$ cat src/rtl/ram_port_arbiter.sv
// Four-port arbiter onto one synchronous RAM port with a two-cycle read return.
// Fixed priority (port 0 highest) unless ARB_ROUND_ROBIN_EN is defined.
module ram_port_arbiter #(
   parameter int ADDR_W = 10,
   parameter int DATA_W = 8
) (
   input  logic                clk,
   input  logic                rst,
   input  logic [3:0]          req,
   input  logic [3:0]          wr_req,
   input  logic [4*ADDR_W-1:0] addr_req,
   input  logic [4*DATA_W-1:0] wdata_req,
   output logic [3:0]          gnt,
   output logic [3:0]          rvalid,
   output logic [DATA_W-1:0]   rdata,
   output logic                ram_cs,
   output logic                ram_wr,
   output logic [ADDR_W-1:0]   ram_addr,
   output logic [DATA_W-1:0]   ram_din,
   input  logic [DATA_W-1:0]   ram_dout
);

   logic [3:0] w_rot;
   logic [1:0] w_off;
   logic       w_hit;
   logic       w_any;
   logic [1:0] w_sel;
   logic [3:0] w_gnt;
   logic [3:0] r_rd_pend;  // one-hot owner of the read currently on the RAM bus

`ifdef ARB_ROUND_ROBIN_EN
   logic [1:0] r_ptr;
   logic [7:0] w_req2;
   logic [2:0] w_shift;

   // Rotate so that bit 0 is the port just after the last winner.
   assign w_req2  = {req, req};
   assign w_shift = {1'b0, r_ptr} + 3'd1;
   assign w_rot   = w_req2[w_shift +: 4];
   assign w_sel   = r_ptr + 2'd1 + w_off;

   always_ff @(posedge clk or posedge rst) begin
      if (rst) begin
         r_ptr <= 2'd3;
      end else if (w_any) begin
         r_ptr <= w_sel;
      end
   end
`else
   assign w_rot = req;
   assign w_sel = w_off;
`endif

   always_comb begin
      w_hit = |w_rot;
      w_off = 2'd0;
      if (w_rot[0])      w_off = 2'd0;
      else if (w_rot[1]) w_off = 2'd1;
      else if (w_rot[2]) w_off = 2'd2;
      else if (w_rot[3]) w_off = 2'd3;
   end

   assign w_any = w_hit & ~rst;
   assign w_gnt = w_any ? (4'b0001 << w_sel) : 4'b0000;
   assign gnt   = w_gnt;
   assign rdata = ram_dout;

   always_ff @(posedge clk or posedge rst) begin
      if (rst) begin
         ram_cs    <= 1'b0;
         ram_wr    <= 1'b0;
         ram_addr  <= '0;
         ram_din   <= '0;
         r_rd_pend <= '0;
         rvalid    <= '0;
      end else begin
         ram_cs <= w_any;
         ram_wr <= w_any & wr_req[w_sel];
         if (w_any) begin
            ram_addr <= addr_req[w_sel*ADDR_W +: ADDR_W];
            ram_din  <= wdata_req[w_sel*DATA_W +: DATA_W];
         end
         r_rd_pend <= (w_any && !wr_req[w_sel]) ? w_gnt : 4'b0000;
         rvalid    <= r_rd_pend;
      end
   end

endmodule

$ cat config.mk
export PLATFORM = sky130hd
export DESIGN_NAME = ram_port_arbiter
export DESIGN_NICKNAME = d
export VERILOG_FILES = /design/src/rtl/ram_port_arbiter.sv
export SDC_FILE = /design/constraint.sdc
export NUM_CORES = 1
export LEC_CHECK = 0
export ABC_AREA = 0
export CAP_MARGIN = 30
export CORE_ASPECT_RATIO = 0.6
export CORE_UTILIZATION = 31
export CTS_CLUSTER_DIAMETER = 100
export DETAILED_ROUTE_END_ITERATION = 16
export PLACE_DENSITY = 0.76
export SYNTH_ARGS = -nofsm -noshare
export SYNTH_HDL_FRONTEND = slang
export SYNTH_SLANG_ARGS = --single-unit
$ cat constraint.sdc
create_clock -name clk -period 1.4 [get_ports clk]
set_input_delay 0.28 -clock clk [delete_from_list [all_inputs] [get_ports clk]]
set_output_delay 0.28 -clock clk [all_outputs]
set_load 0.005 [all_outputs]
# --- Word-level counts from Yosys, hierarchy flattened ---
# Index checks and enable logic that the tools add are counted.
# Widths: inputs -> output; s select.
totals:
  ff_bits: 28
  out_inout_bits: 36
op_classes:
  mul: 1
  n_lt_le_gt_ge: 1
  shifts: 3
  mux: 8
  n_bitwise: 3
  reduce_logical: 3
op_table:
  columns: ["cell", "n"]
  rows:
  - ["$shiftx 40x7->10", 1]
  - ["$shiftx 32x6->8", 1]
  - ["$mux 2", 4]
  - ["$mux 4", 2]
  - ["$mul 2x3->5 const B", 1]
  - ["$reduce_or 4->1", 1]
  - ["$shl 1x2->4 const A", 1]
  - ["$lt 2x3->1 const B", 1]
  - ["$and 1x1->1", 2]
  - ["$bmux 1 s2", 1]
  - ["$logic_and 1x1->1", 1]
  - ["$logic_not 1->1", 1]
  - ["$mux 1", 1]
  - ["$not 1->1", 1]

# --- Depth between registers and ports, before layout ---
logic_depth:
  word_depth: 9
  mapped_depth: 6

# --- Least setup slack after synthesis ---
# OpenSTA, ideal clock, no wires.
synth_timing:
  path_type: "in2out"
  start: "input rst"
  end: "output gnt[3]"
  t_arrival_ps: 1189
  t_required_ps: 1120
  setup_slack_ps: -69
  cell_stages: 2
  cell_sequence: "inv_1 > and2_2"
synth_between:
  elab_chain_len: 3
synth_lines:
  columns: ["element", "line", "source"]
  rows:
  - ["from (decl)", "8", "input logic rst,"]
  - ["$not 1->1", "63", "assign w_any = w_hit & ~rst;"]
  - ["$and 1x1->1", "63", null]
  - ["$mux 4", "64", "assign w_gnt = w_any ? (4'b0001 << w_sel) : 4'b0000;"]
  - ["to (decl)", "13", "output logic [3:0] gnt,"]
# Every way passes these cells.

# --- Worst setup path after layout ---
layout_timing:
  start: "input req[2]"
  end: "output gnt[3]"
layout_between:
  elab_chain_len: 5
  elab_cells_between_ends: 7
  classes_between: "shift (1); mux (4); bitwise (1); reduce/logical (1)"
layout_lines:
  columns: ["element", "line", "source"]
  rows:
  - ["from (decl)", "9", "input logic [3:0] req,"]
  - ["$mux 2", "59", "else if (w_rot[2]) w_off = 2'd2;"]
  - ["$mux 2", "58", "else if (w_rot[1]) w_off = 2'd1;"]
  - ["$mux 2", "57", "if (w_rot[0]) w_off = 2'd0;"]
  - ["$shl 1x2->4", "64", null]
  - ["$mux 4 *", "64", null]
# Every way passes the cells marked *; elsewhere a longest branch is shown, timed or not.

==> impl_metrics.toml <==
[outcome]
status = "complete, no violations"

[synth]
yosys_register_bits = 28
synth-adder-area-share = 0
synth_cell_types = 31
synth_xor_area_frac = 0
synth-simple-area-share = 0.08796
synth.avg_cell_area_um2 = 11.89
synth_area_leaders = "dfrtp_1 40%, a221oi_2 8.7%, a2bb2oi_2 8.7%"
seq_area_frac_synth = 0.4037
synthesis.area_mm2 = 0.001735
synthCells = 146
syn_nets = 236
muxShareOfSynthArea = 0
synth_top_family_by_area = "compound AO/OA/AOI/OAI gates"
synth-compound-area-share = 0.4138
yosysWarningCount = 0
synth.largest_area_cell = "dfrtp_1"
yosysTopAreaCellShare = 0.4037

[timing]
fin_skew_ps = 0.08160
setup_viol = 0
rsz0062_at_grt = "false"
hold_viol = 0
tightest_slew_ps = 304.9
max_slew_margin = 0.7967
fmax_ghz = 0.7706
setup_slack_ps = 102.2
fin_crit_ps = 1298
period_share = 0.9270
slew_violations = 0

[worst_setup_path]
worstPathArrival_ps = 1020
critical_path_class = "in -> out"
worstReg2RegStart = "ram_addr[2]"
worstSetupStartpoint = "req[2]"
required_ps = 1120
critPathMaxFanout = 3
endpoint_kind = "primary output"
start_kind = "input pin"

[clock_tree]
postCtsHoldBufs = 0
clock_sinks = 28
clk_latency_ps = 280
path_clk_slew_ps = 100
cts_max_level = 1
cts_buffers = 3
cts_tree = "done"
cts_root_buf = "clkbuf_8"
clock_path_buffers = 2

[layout]
final_nets = 357
area_delta_synth_final_pct = 75.05
drive_gt1_frac = 0.2744
nFillCells = 485
diodes = 0

[die]
initial_core_util = 0.3318
core_area_mm2 = 0.005230
boundaryPins = 126
die_y_um = 59.96
row_count = 20
dieWidth_um = 98.59
dieArea_mm2 = 0.005911

[detailed_routing]
via_count = 1753
drc = 0
ant_nets = 0
wl_per_cell_um = 17.78
first_iter_violations = 49
wl_um = 5903
via_per_inst = 5.280
first_pass_iters = 4

[global_routing]
grt_pass1_wl_um = 9556
grt_max_degree = 20
first_global_vias = 1871
antenna_found_initial = 0
grtUsageTotal = 0.2144
grt-ovfl-total = 0

[placed_design]
place_congestion = 0.8165
place_ws_ps = -686.7
port_buffers = 109
hpwl_um = 4464

[hold_path]
min_path_type = "in -> async"

[pwr]
p_leak_nw = 1.377
vdd_drop_max_v = 0.0006151
powerDensity_mw_per_mm2 = 779.1
report.power.total_mw = 2.367

[flow_run]
max-cap-violations = 0
per-stage QoR:
step | TNS (ps) | hold WS [ps] | std cells | util | cell area (µm²)
4_1_cts | -4.153 | 146.3 | 332 | 0.5806 | 3037
3_3_place_gp | -14090 | 333.0 | 318 | 0.5589 | 2923
3_5_place_dp | -14920 | 336.4 | 318 | 0.5589 | 2923
2_1_floorplan | 0 | 191.2 | 146 | - | 1739
5_1_grt | 0 | 166.0 | 332 | 0.5809 | 3038
6_report | 0 | 158.8 | 332 | 0.5809 | 3038
cell families (layout without fill, tap and decap cells):
family,count (synthesis),in the layout
AO/OA/AOI/OAI,76,76
buffers and inverters,25,145
flip-flops,28,28
AND/OR/NAND/NOR,17,17
worst paths after layout:
path                            slack (ps)  cells past startpoint      endpoint
worst min-delay path                   160                      4    ram_din[7]
worst max register to register         600                      2   ram_addr[2]
min in group clk                       350                      3  r_rd_pend[0]
worst min register to register         360                      0     rvalid[1]
worst max-delay path                   100                      4        gnt[3]
max in group asynchronous             1000                      4    ram_din[5]
critical path, cell delays in order:
cell	delay, ps
buf_2	130
nor4b_4	310
and2_4	190
clkbuf_2	100
timing repair:
action                     in CTS  in global routing
buffers inserted               10                  0
hold endpoints to repair        0                  0
pin swaps                       4                  3
gates resized for setup        51                  7
setup endpoints to repair      46                  6
routing by layer:
layer  global-route usage  wire length (µm)  vias up
met5                    0                 0        -
met4              0.02559                19        0
met3              0.05029               330        4
met2               0.3571              2663       72
met1               0.2954              2890      861
li1                     -                 -      816
area by class of cell:
type | instances | area [µm²] | area share
Tap cell | 66 | 82.58 | 0.02718
Multi-Input combinational cell | 93 | 883.3 | 0.2908
Timing Repair Buffer | 139 | 1286 | 0.4234
Sequential cell | 28 | 700.7 | 0.2306
Inverter | 2 | 13.76 | 0.004530
Clock inverter | 1 | 30.03 | 0.009885
Clock buffer | 3 | 41.29 | 0.01359
power breakdown:
group	internal, mW	leakage [nW]	switching [mW]
sequential	0.884	0.334	0.0429
combinational	0.507	1.01	0.290
clock	0.383	0.0357	0.260
cell usage after synthesis:
master          number
a21oi_1              1
o22ai_1             18
and2_1               2
and2_2               1
a2bb2oi_1            8
nor3b_2              2
nor2b_1              1
a211o_2              1
nor4b_4              1
nor3_4               1
dfrtp_1             28
nand2_1              1
buf_4                9
and3_1               1
a21boi_0             1
a221oi_2            10
buf_2                7
nor3_1               1
inv_1                2
and3b_1              1
clkbuf_4             1
nor2_1               3
buf_6                2
nor3b_4              1
a21o_1              18
dlymetal6s2s_1       1
a2bb2oi_2           10
a221oi_1             8
o21a_1               1
clkbuf_1             3
nand3b_1             1
state kept, by name (all words and copies together) (netlist names):
name and flops:
rvalid 4, ram_addr 10, ram_din 8, ram_wr 1, ram_cs 1, r_rd_pend 4
placed cells by master (no fill, tap or decap), drive strengths merged:
cell type,Yosys,routed
a211o,1,1
a21boi,1,1
a21o,18,18
a21oi,1,1
a221oi,18,18
a2bb2oi,18,18
and2,3,3
and3,1,1
and3b,1,1
buf,18,34
bufinv,0,1
clkbuf,4,5
clkdlybuf4s15,0,1
clkdlybuf4s50,0,76
clkinvlp,0,1
dfrtp,28,28
dlygate4sd2,0,22
dlymetal6s2s,1,4
inv,2,1
nand2,1,1
nand3b,1,1
nor2,3,3
nor2b,1,1
nor3,2,2
nor3b,3,3
nor4b,1,1
o21a,1,1
o22ai,18,18
Power figures use the tool's default switching activity.
